## config.mk

```make
export PLATFORM = sky130hd
export DESIGN_NAME = qmr_fault_manager
export DESIGN_NICKNAME = d
export VERILOG_FILES = /design/src/rtl/qmr_fault_manager.sv
export SDC_FILE = /design/constraint.sdc
export NUM_CORES = 1
export LEC_CHECK = 0
export CAP_MARGIN = 20
export CORE_MARGIN = 8
export CORE_UTILIZATION = 39
export CTS_CLUSTER_DIAMETER = 60
export DETAILED_ROUTE_END_ITERATION = 10
export GPL_TIMING_DRIVEN = 0
export PLACE_DENSITY = 0.76
export SYNTH_ARGS = -nofsm -noshare
export SYNTH_HDL_FRONTEND = slang
export SYNTH_SLANG_ARGS = --single-unit
```

## constraint.sdc

```tcl
create_clock -name clk -period 2.94 [get_ports clk]
set_input_delay 0.588 -clock clk [delete_from_list [all_inputs] [get_ports clk]]
set_output_delay 0.588 -clock clk [all_outputs]
set_load 0.1 [all_outputs]
```

## src/rtl/qmr_fault_manager.sv

```systemverilog
`default_nettype none
// ============================================================================
// Module      : qmr_fault_manager
// Description : Fault bookkeeping and periodic self-test sequencer for a
//               5-ALU voted array.
//               - Samples the voter's per-ALU vote counts whenever the pipeline
//                 consumes a result (op_valid) or a self-test vector issues.
//               - Counts disagreements per ALU (err_cnt1..5) and
//                 no-majority events (nomaj_cnt). Both saturate.
//               - Quarantines an ALU once its count reaches ERR_THRESH.
//               - Raises a sticky fault_irq and flags fatal below 3 healthy ALUs.
//               - After TEST_PERIOD idle cycles, requests the array (test_req),
//                 waits for test_gnt, then drives one test vector (test_valid).
// Ports       : clk, reset            - clock, synchronous active-high reset
//               op_valid              - pipeline consumes a voted result
//               vote_cnt1..5          - per-ALU vote counts from the voter
//               clear_faults          - clears all fault state
//               test_gnt              - ALU array granted to the self-test
//               test_req/test_valid   - self-test handshake
//               test_a/b/alu_control  - self-test vector (zero when idle)
//               alu_quarantine        - bit i-1 set: ALUi quarantined
//               err_cnt1..5, nomaj_cnt- fault counters
//               healthy_count, fault_irq, fatal - health summary
// Revision    : 1.0 - initial release
// ============================================================================
module qmr_fault_manager #(
    parameter int N           = 64,
    parameter int CNT_W       = 8,
    parameter int ERR_THRESH  = 4,
    parameter int TEST_PERIOD = 1024
) (
    input  logic             clk,
    input  logic             reset,
    input  logic             op_valid,
    input  logic [2:0]       vote_cnt1,
    input  logic [2:0]       vote_cnt2,
    input  logic [2:0]       vote_cnt3,
    input  logic [2:0]       vote_cnt4,
    input  logic [2:0]       vote_cnt5,
    input  logic             clear_faults,
    input  logic             test_gnt,
    output logic             test_req,
    output logic             test_valid,
    output logic [N-1:0]     test_a,
    output logic [N-1:0]     test_b,
    output logic [3:0]       test_alu_control,
    output logic [4:0]       alu_quarantine,
    output logic [CNT_W-1:0] err_cnt1,
    output logic [CNT_W-1:0] err_cnt2,
    output logic [CNT_W-1:0] err_cnt3,
    output logic [CNT_W-1:0] err_cnt4,
    output logic [CNT_W-1:0] err_cnt5,
    output logic [CNT_W-1:0] nomaj_cnt,
    output logic [2:0]       healthy_count,
    output logic             fault_irq,
    output logic             fatal
);

    localparam int               c_TW        = $clog2(TEST_PERIOD + 1);
    localparam logic [c_TW-1:0]  c_PERIOD    = c_TW'(TEST_PERIOD);
    localparam logic [CNT_W-1:0] c_CNT_MAX   = '1;
    // A threshold above the counter range can never be reached; guard the
    // truncated compare value so it cannot alias onto a smaller count.
    localparam bit               c_THR_OK    = (ERR_THRESH >= 1) &&
                                               (ERR_THRESH <= (2**CNT_W) - 1);
    localparam logic [CNT_W-1:0] c_THR_M1    = CNT_W'(ERR_THRESH - 1);
    localparam logic [N-1:0]     c_PAT_A     = N'({((N + 1) / 2){2'b10}});
    localparam logic [N-1:0]     c_PAT_B     = N'({((N + 1) / 2){2'b01}});

    localparam logic [1:0] c_ST_IDLE  = 2'd0;
    localparam logic [1:0] c_ST_WAIT  = 2'd1;
    localparam logic [1:0] c_ST_ISSUE = 2'd2;

    logic [2:0]       w_votes [5];
    logic             w_sample;
    logic             w_maj;
    logic [4:0]       w_inc;
    logic [4:0]       w_qset;
    logic [CNT_W-1:0] r_err [5];
    logic [4:0]       r_quar;
    logic [CNT_W-1:0] r_nomaj;
    logic             r_irq;
    logic [1:0]       r_state;
    logic [c_TW-1:0]  r_idle;
    logic [c_TW-1:0]  w_idle_next;
    logic [1:0]       r_vec_idx;
    logic             r_test_req;
    logic             r_test_valid;
    logic [3:0]       w_ctrl;
    logic [2:0]       w_qsum;

    assign w_votes[0] = vote_cnt1;
    assign w_votes[1] = vote_cnt2;
    assign w_votes[2] = vote_cnt3;
    assign w_votes[3] = vote_cnt4;
    assign w_votes[4] = vote_cnt5;

    // One sample per cycle even if a test vector and a pipeline op coincide.
    assign w_sample = op_valid | r_test_valid;
    assign w_maj    = (w_votes[0] >= 3'd3) | (w_votes[1] >= 3'd3) |
                      (w_votes[2] >= 3'd3) | (w_votes[3] >= 3'd3) |
                      (w_votes[4] >= 3'd3);

    generate
        for (genvar gi = 0; gi < 5; gi++) begin : g_alu
            assign w_inc[gi]  = w_sample & w_maj & (w_votes[gi] < 3'd3) &
                                ~r_quar[gi] & (r_err[gi] != c_CNT_MAX);
            assign w_qset[gi] = w_inc[gi] & c_THR_OK & (r_err[gi] == c_THR_M1);

            always_ff @(posedge clk) begin
                if (reset || clear_faults) begin
                    r_err[gi]  <= '0;
                    r_quar[gi] <= 1'b0;
                end else begin
                    if (w_inc[gi])
                        r_err[gi] <= r_err[gi] + 1'b1;
                    if (w_qset[gi])
                        r_quar[gi] <= 1'b1;
                end
            end
        end
    endgenerate

    always_ff @(posedge clk) begin
        if (reset || clear_faults) begin
            r_nomaj <= '0;
            r_irq   <= 1'b0;
        end else begin
            if (w_sample && !w_maj && (r_nomaj != c_CNT_MAX))
                r_nomaj <= r_nomaj + 1'b1;
            if ((w_sample && !w_maj) || (|w_qset))
                r_irq <= 1'b1;
        end
    end

    assign w_idle_next = op_valid ? '0 :
                         (r_idle == c_PERIOD) ? r_idle : r_idle + 1'b1;

    // Self-test sequencer; the idle timer and vector index ignore clear_faults.
    always_ff @(posedge clk) begin
        if (reset) begin
            r_state      <= c_ST_IDLE;
            r_idle       <= '0;
            r_vec_idx    <= '0;
            r_test_req   <= 1'b0;
            r_test_valid <= 1'b0;
        end else begin
            case (r_state)
                c_ST_IDLE: begin
                    r_idle <= w_idle_next;
                    if (r_idle == c_PERIOD) begin
                        r_state    <= c_ST_WAIT;
                        r_test_req <= 1'b1;
                    end
                end
                c_ST_WAIT: begin
                    r_idle <= w_idle_next;
                    if (test_gnt) begin
                        r_state      <= c_ST_ISSUE;
                        r_test_req   <= 1'b0;
                        r_test_valid <= 1'b1;
                    end
                end
                c_ST_ISSUE: begin
                    r_state      <= c_ST_IDLE;
                    r_test_valid <= 1'b0;
                    r_idle       <= '0;
                    r_vec_idx    <= r_vec_idx + 1'b1;
                end
                default: begin
                    r_state      <= c_ST_IDLE;
                    r_test_req   <= 1'b0;
                    r_test_valid <= 1'b0;
                end
            endcase
        end
    end

    always_comb begin
        w_ctrl = 4'b0010;
        case (r_vec_idx)
            2'd0:    w_ctrl = 4'b0010;
            2'd1:    w_ctrl = 4'b0110;
            2'd2:    w_ctrl = 4'b0000;
            default: w_ctrl = 4'b0001;
        endcase
    end

    assign w_qsum = {2'b00, r_quar[0]} + {2'b00, r_quar[1]} + {2'b00, r_quar[2]} +
                    {2'b00, r_quar[3]} + {2'b00, r_quar[4]};

    assign test_req         = r_test_req;
    assign test_valid       = r_test_valid;
    assign test_a           = r_test_valid ? c_PAT_A : '0;
    assign test_b           = r_test_valid ? c_PAT_B : '0;
    assign test_alu_control = r_test_valid ? w_ctrl : 4'b0000;
    assign alu_quarantine   = r_quar;
    assign err_cnt1         = r_err[0];
    assign err_cnt2         = r_err[1];
    assign err_cnt3         = r_err[2];
    assign err_cnt4         = r_err[3];
    assign err_cnt5         = r_err[4];
    assign nomaj_cnt        = r_nomaj;
    assign healthy_count    = 3'd5 - w_qsum;
    assign fault_irq        = r_irq;
    assign fatal            = (healthy_count < 3'd3);

endmodule
`default_nettype wire

```

Word-level counts from Yosys, hierarchy flattened
Memory sizes are Yosys's and may differ from the RTL's.
Cells that the tools add are included.
{ "word_totals": {"ff_bits": 31, "output_inout_bits": 192, "inputBits": 20, "wordCells": 145, "n_memories": 1, "ram_bits": 40} }
{ "mem_list": {"columns": ["name", "words", "width", "rd", "rd_ports_with_merged_regs", "write_ports", "line", "text"], "rows": [
  ["r_err", 5, 8, 5, 0, 5, "79", "logic [CNT_W-1:0] r_err [5];"]
]} }
{ "classes": {"muxes": 37, "n_lt_le_gt_ge": 11, "addsub": 13, "reduce_logical": 14, "eq_ne": 19, "bitwise_logic": 38} }
{ "op_table": {"columns": ["op", "n"], "rows": [
  ["$mux 64", 1],
  ["$mux 63", 1],
  ["$add 8x1->8 const B", 6],
  ["$ne 8x8->1 const B", 6],
  ["$eq 8x2->1 const B", 5],
  ["$mux 8", 5],
  ["$mux 11", 2],
  ["$pmux 11 s2", 1],
  ["$and 1x1->1", 21],
  ["$mux 1", 20],
  ["$lt 3x2->1 const B", 6],
  ["$ge 3x2->1 const B", 5],
  ["$add 11x1->11 const B", 1],
  ["$eq 11x11->1 const B", 1],
  ["$or 1x1->1", 10],
  ["$pmux 3 s3", 1],
  ["$not 1->1", 7],
  ["$add 3x1->3", 2],
  ["$reduce_and 2->1", 3],
  ["$reduce_or 5->1", 1],
  ["$eq 2x1->1 const B", 2],
  ["$eq 2x2->1 const B", 2],
  ["$logic_not 2->1", 2],
  ["$mux 2", 2],
  ["16 further kinds", 19]
]} }

Longest topological paths before layout
{ "depth": {"depth_word": 13, "depth_mapped": 9, "mapped_depth_nobuf": 9} }

Least setup slack after synthesis
Ideal clock, no wire load.
{ "synth_timing": {"kind": "flip-flop to output port", "start": "reg r_quar[1] (netlist: alu_quarantine[1])", "end": "out fatal", "stages_incl_launch_ff": 10, "path_buffers": 0, "arrival_ps": 4894, "t_required_ps": 2352, "slack_ps": -2542, "cell_sequence": "dfxtp_1 inv_1 fa_1 inv_1 ha_1 ha_1 inv_1 ha_1 xor2_1 a21oi_1"} }
{ "synth_via": {"elab_chain_len": 6} }
{ "synth_lines": {"columns": ["item", "line", "text"], "rows": [
  ["start: declaration", "80", "logic [4:0] r_quar;"],
  ["start signal: indexed assignment", "113", "r_quar[gi] <= 1'b0;"],
  ["start signal: indexed assignment", "118", "r_quar[gi] <= 1'b1;"],
  ["$add 1x1->2", "189", "assign w_qsum = {2'b00, r_quar[0]} + {2'b00, r_quar[1]} + {2'b00, r_quar[2]} +"],
  ["$add 2x1->3", "189", null],
  ["$add 3x1->3", "189", null],
  ["$add 3x1->3", "190", "{2'b00, r_quar[3]} + {2'b00, r_quar[4]};"],
  ["$sub 3x3->3", "204", "assign healthy_count = 3'd5 - w_qsum;"],
  ["net healthy_count[2]", "54", "output logic [2:0] healthy_count,"],
  ["$lt 3x2->1", "206", "assign fatal = (healthy_count < 3'd3);"],
  ["end: declaration", "56", "output logic fatal"]
]} }
The timed path passes the listed nets, and every way through them passes these cells.

Worst setup path after layout
{ "layout_timing": {"start": "reg r_quar[3] (netlist: alu_quarantine[3])", "end": "out fatal"} }
{ "layout_via": {"elab_chain_len": 4} }
{ "layout_lines": {"columns": ["item", "line"], "rows": [
  ["$add 3x1->3", "189"],
  ["$add 3x1->3", "190"],
  ["$sub 3x3->3", "204"],
  ["$lt 3x2->1", "206"]
]} }
Every way passes these cells.

==> flow_summary_export.csv <==
group,metric,value,unit
synthesis,synth-seq-area-share,38.3,%
finish,num_antenna_cells,0,
synthesis,synth_edf_count,40,
route,drt_iter0_markers,286,
clocking,root_buffer,"clkbuf_16",
global_route,grt_max_degree,72,
clocking,ctsHoldBuffers,0,
power_and_ir_drop,p_total,3.02,mW
worst_hold_path,holdPathEnd,"fault_irq",
setup_path,cp-end-kind,"output port",
route,vias,4116,
setup_path,r2r_setup_slack,520,ps
setup_path,r2r_cells,4,
placed_design,dp.cells,892,
die,start_util,39.8,%
setup_path,crit_fanout,2,
timing,period_share,101,%
timing,finClkSkew,6.99,ps
clocking,clk_path_buf_depth,2,
route,wire_per_inst,13.8,microns
route,drcViolationCount,0,
synthesis,synth_top_family_by_area,"buffers and inverters",
finish,stdcell_count,910,
clocking,cts_buffers,9,
finish,fin_util,58.3,%
worst_hold_path,worstHoldStart,"fault_irq",
setup_path,r2r-end,"r_err[2][5]",
global_route,grt_pass1_wl,20.2,mm
route,via_per_inst,4.52,
placed_design,place.gp.congestion,0.827,
timing,min_period,2970,ps
die,die_h,126,microns
status,status,"finished, violations left",
synthesis,synth.distinct_cells,51,
global_route,grt_pass1_vias,3945,
setup_path,max_stage_delay,540,ps
synthesis,ys_warn_count,0,
synthesis,synthXorXnorAreaFrac,6.26,%
worst_hold_path,min_path_type,"flop to flop",
synthesis,syn_inst,536,
finish,final_design_area_no_fill,6970,sq um
timing,finalWorstSetupSlack,-29.5,ps
route,antenna_left,0,
die,io_pins,212,
global_route,grt-ovfl-total,0,
synthesis,synth_seq_cells,71,
setup_path,slowest_stage,"fa_1",
timing,hold_viol_final,0,
timing,grt_setup_unrepaired,"true",
finish,final_cell_mix,"buf_4 (132), clkdlybuf4s50_1 (73), dlygate4sd2_1 (67)",
power_and_ir_drop,power_density,433,nW/um^2
placed_design,preCtsSetupSlack,-628,ps
finish,area_growth,46.5,%
setup_path,worst-setup-path-type,"flop to output port",
finish,mostFrequentLayoutCell,"buf_4",
synthesis,synthSimpleGateAreaFrac,18.8,%
timing,worstMarginPinSlew,1030,ps
finish,nNetsFinal,794,
timing,setup_viol,1,
route,drt_pass1_iterations,4,
synthesis,yosys_most_used_dff,"edfxtp_1",
synthesis,synthMuxAreaShare,0.447,%
global_route,antenna_found_initial,0,
timing,hold_ws,467,ps
setup_path,arrival,2380,ps
synthesis,synth_adder_area_share,4.37,%
setup_path,cp.required,2350,ps
die,num_rows,40,
setup_path,worstSetupStartpointType,"flop",
clocking,cts_tree,"yes",
timing,slew_headroom,30.8,%
die,core_area,12000,sq um
synthesis,synth-compound-area-share,8.45,%
global_route,grt_usage,15.3,%
clocking,clkSinkCount,71,
setup_path,timing.rr.start,"test_valid",
placed_design,dpl_cell_area,6740,sq um
route,wl,12.5,mm
status,failed_checks,"setup timing",
flow_run,drv_cap,0,
worst_hold_path,holdPathStages,2,
synthesis,async_flop_share,0,%
die,dieArea,16000,sq um
synthesis,synth_area,4760,sq um
setup_path,crit_chain,"inv_2 > fa_1 > inv_2 > ha_4 > ha_4 > inv_2 > ha_4 > xor2_4 > a21oi_4 > buf_12",
placed_design,dp_hpwl,9.98,mm
timing,setup_tns,-29.5,ps
clocking,clk_pin_slew,60,ps
die,die_w,126,microns
timing,slew_violations,0,
power_and_ir_drop,leakage,3.23,nW
timing,fmax,337,MHz
placed_design,port_buffers,145,
finish,nFillCells,1093,
synthesis,avgSynthCellArea,8.87,sq um
power_and_ir_drop,ir_drop,0.000231,V
finish,drive_gt1_share,22.9,%
clocking,clk-insertion-delay-late,320,ps
clocking,h-tree-depth,3,
cell usage after synthesis (5+ instances only):
cell type,n,area share [%]
nand2_1,23,1.8
o21ai_0,15,1.6
buf_4,129,20
nor3_1,8,0.84
or3_1,11,1.4
edfxtp_1,40,25
xor2_1,19,3.5
nor4_1,5,0.66
or4_1,5,0.79
a21oi_1,23,2.4
clkbuf_1,11,0.87
dfxtp_1,31,13
nand3_1,31,3.3
and3_1,7,0.92
inv_1,24,1.9
ha_1,15,3.9
nor2_1,64,5.1
a31oi_1,5,0.66
xnor2_1,15,2.8
layout make-up:
type | count | area [sq um] | area share (%)
multi-input cells | 363 | 2160 | 31.0
plain buffers | 142 | 1020 | 14.6
clock inverters | 5 | 48.8 | 0.700
inverters | 24 | 93.8 | 1.35
clock buffers | 11 | 233 | 3.34
repair buffers | 147 | 1400 | 20.0
well taps | 147 | 184 | 2.64
flip-flops and latches | 71 | 1840 | 26.4
metal layers:
metal	up-vias	GRT usage [%]	part of all wire (%)
met4	0	4.46	0.86
met5	-	0	0
met1	1893	16.8	40
met2	133	27.6	52
met3	9	4.61	7.7
li1	2081	-	-
flip-flops by register name (all words and copies together) (netlist names):
name and flops:
r_err 40, fault_irq 1, test_req 1, r_idle 11
alu_quarantine 5, r_vec_idx 2, r_state 2, test_valid 1
nomaj_cnt 8
power breakdown:
| group | internal (mW) | switching, mW | total [mW] |
|---|---|---|---|
| Clock | 0.650 | 0.391 | 1.04 |
| Sequential | 1.08 | 0.0443 | 1.12 |
| Combinational | 0.168 | 0.689 | 0.856 |
| Total | 1.90 | 1.12 | 3.02 |
what timing repair did:
action / CTS / global route
endpoints found under the hold margin: 0 / 0
setup endpoints to repair: 112 / 11
buffers inserted: 0 / 2
resized for setup: 102 / 5
cells by family after synthesis:
group	count (synthesis)
xor gates and xnor gates	34
buffers and inverters	166
and+or+nand+nor	180
muxes	2
adders and majority gates	16
AOI/OAI and AO/OA	66
DFF	71
other	1
worst max-delay path, delay by kind of cell (launching register included):
family	cells	cell delay [ps]
buf+inv	4	310
flops	1	350
fa+ha+maj	4	1100
xor+xnor	1	170
compound gates	1	140
how the worst max path moves through the flow:
stage / from / end / slack [ps] / depth (start not counted)
after detailed placement: alu_quarantine[3] / fatal / -630 / 10
after CTS: alu_quarantine[3] / fatal / -70 / 10
after global placement: alu_quarantine[3] / fatal / -630 / 10
final: alu_quarantine[3] / fatal / -30 / 10
after floorplan: alu_quarantine[3] / fatal / -480 / 7
after global routing: alu_quarantine[3] / fatal / -90 / 10
Note: power is estimated with default switching activity, not from simulation.
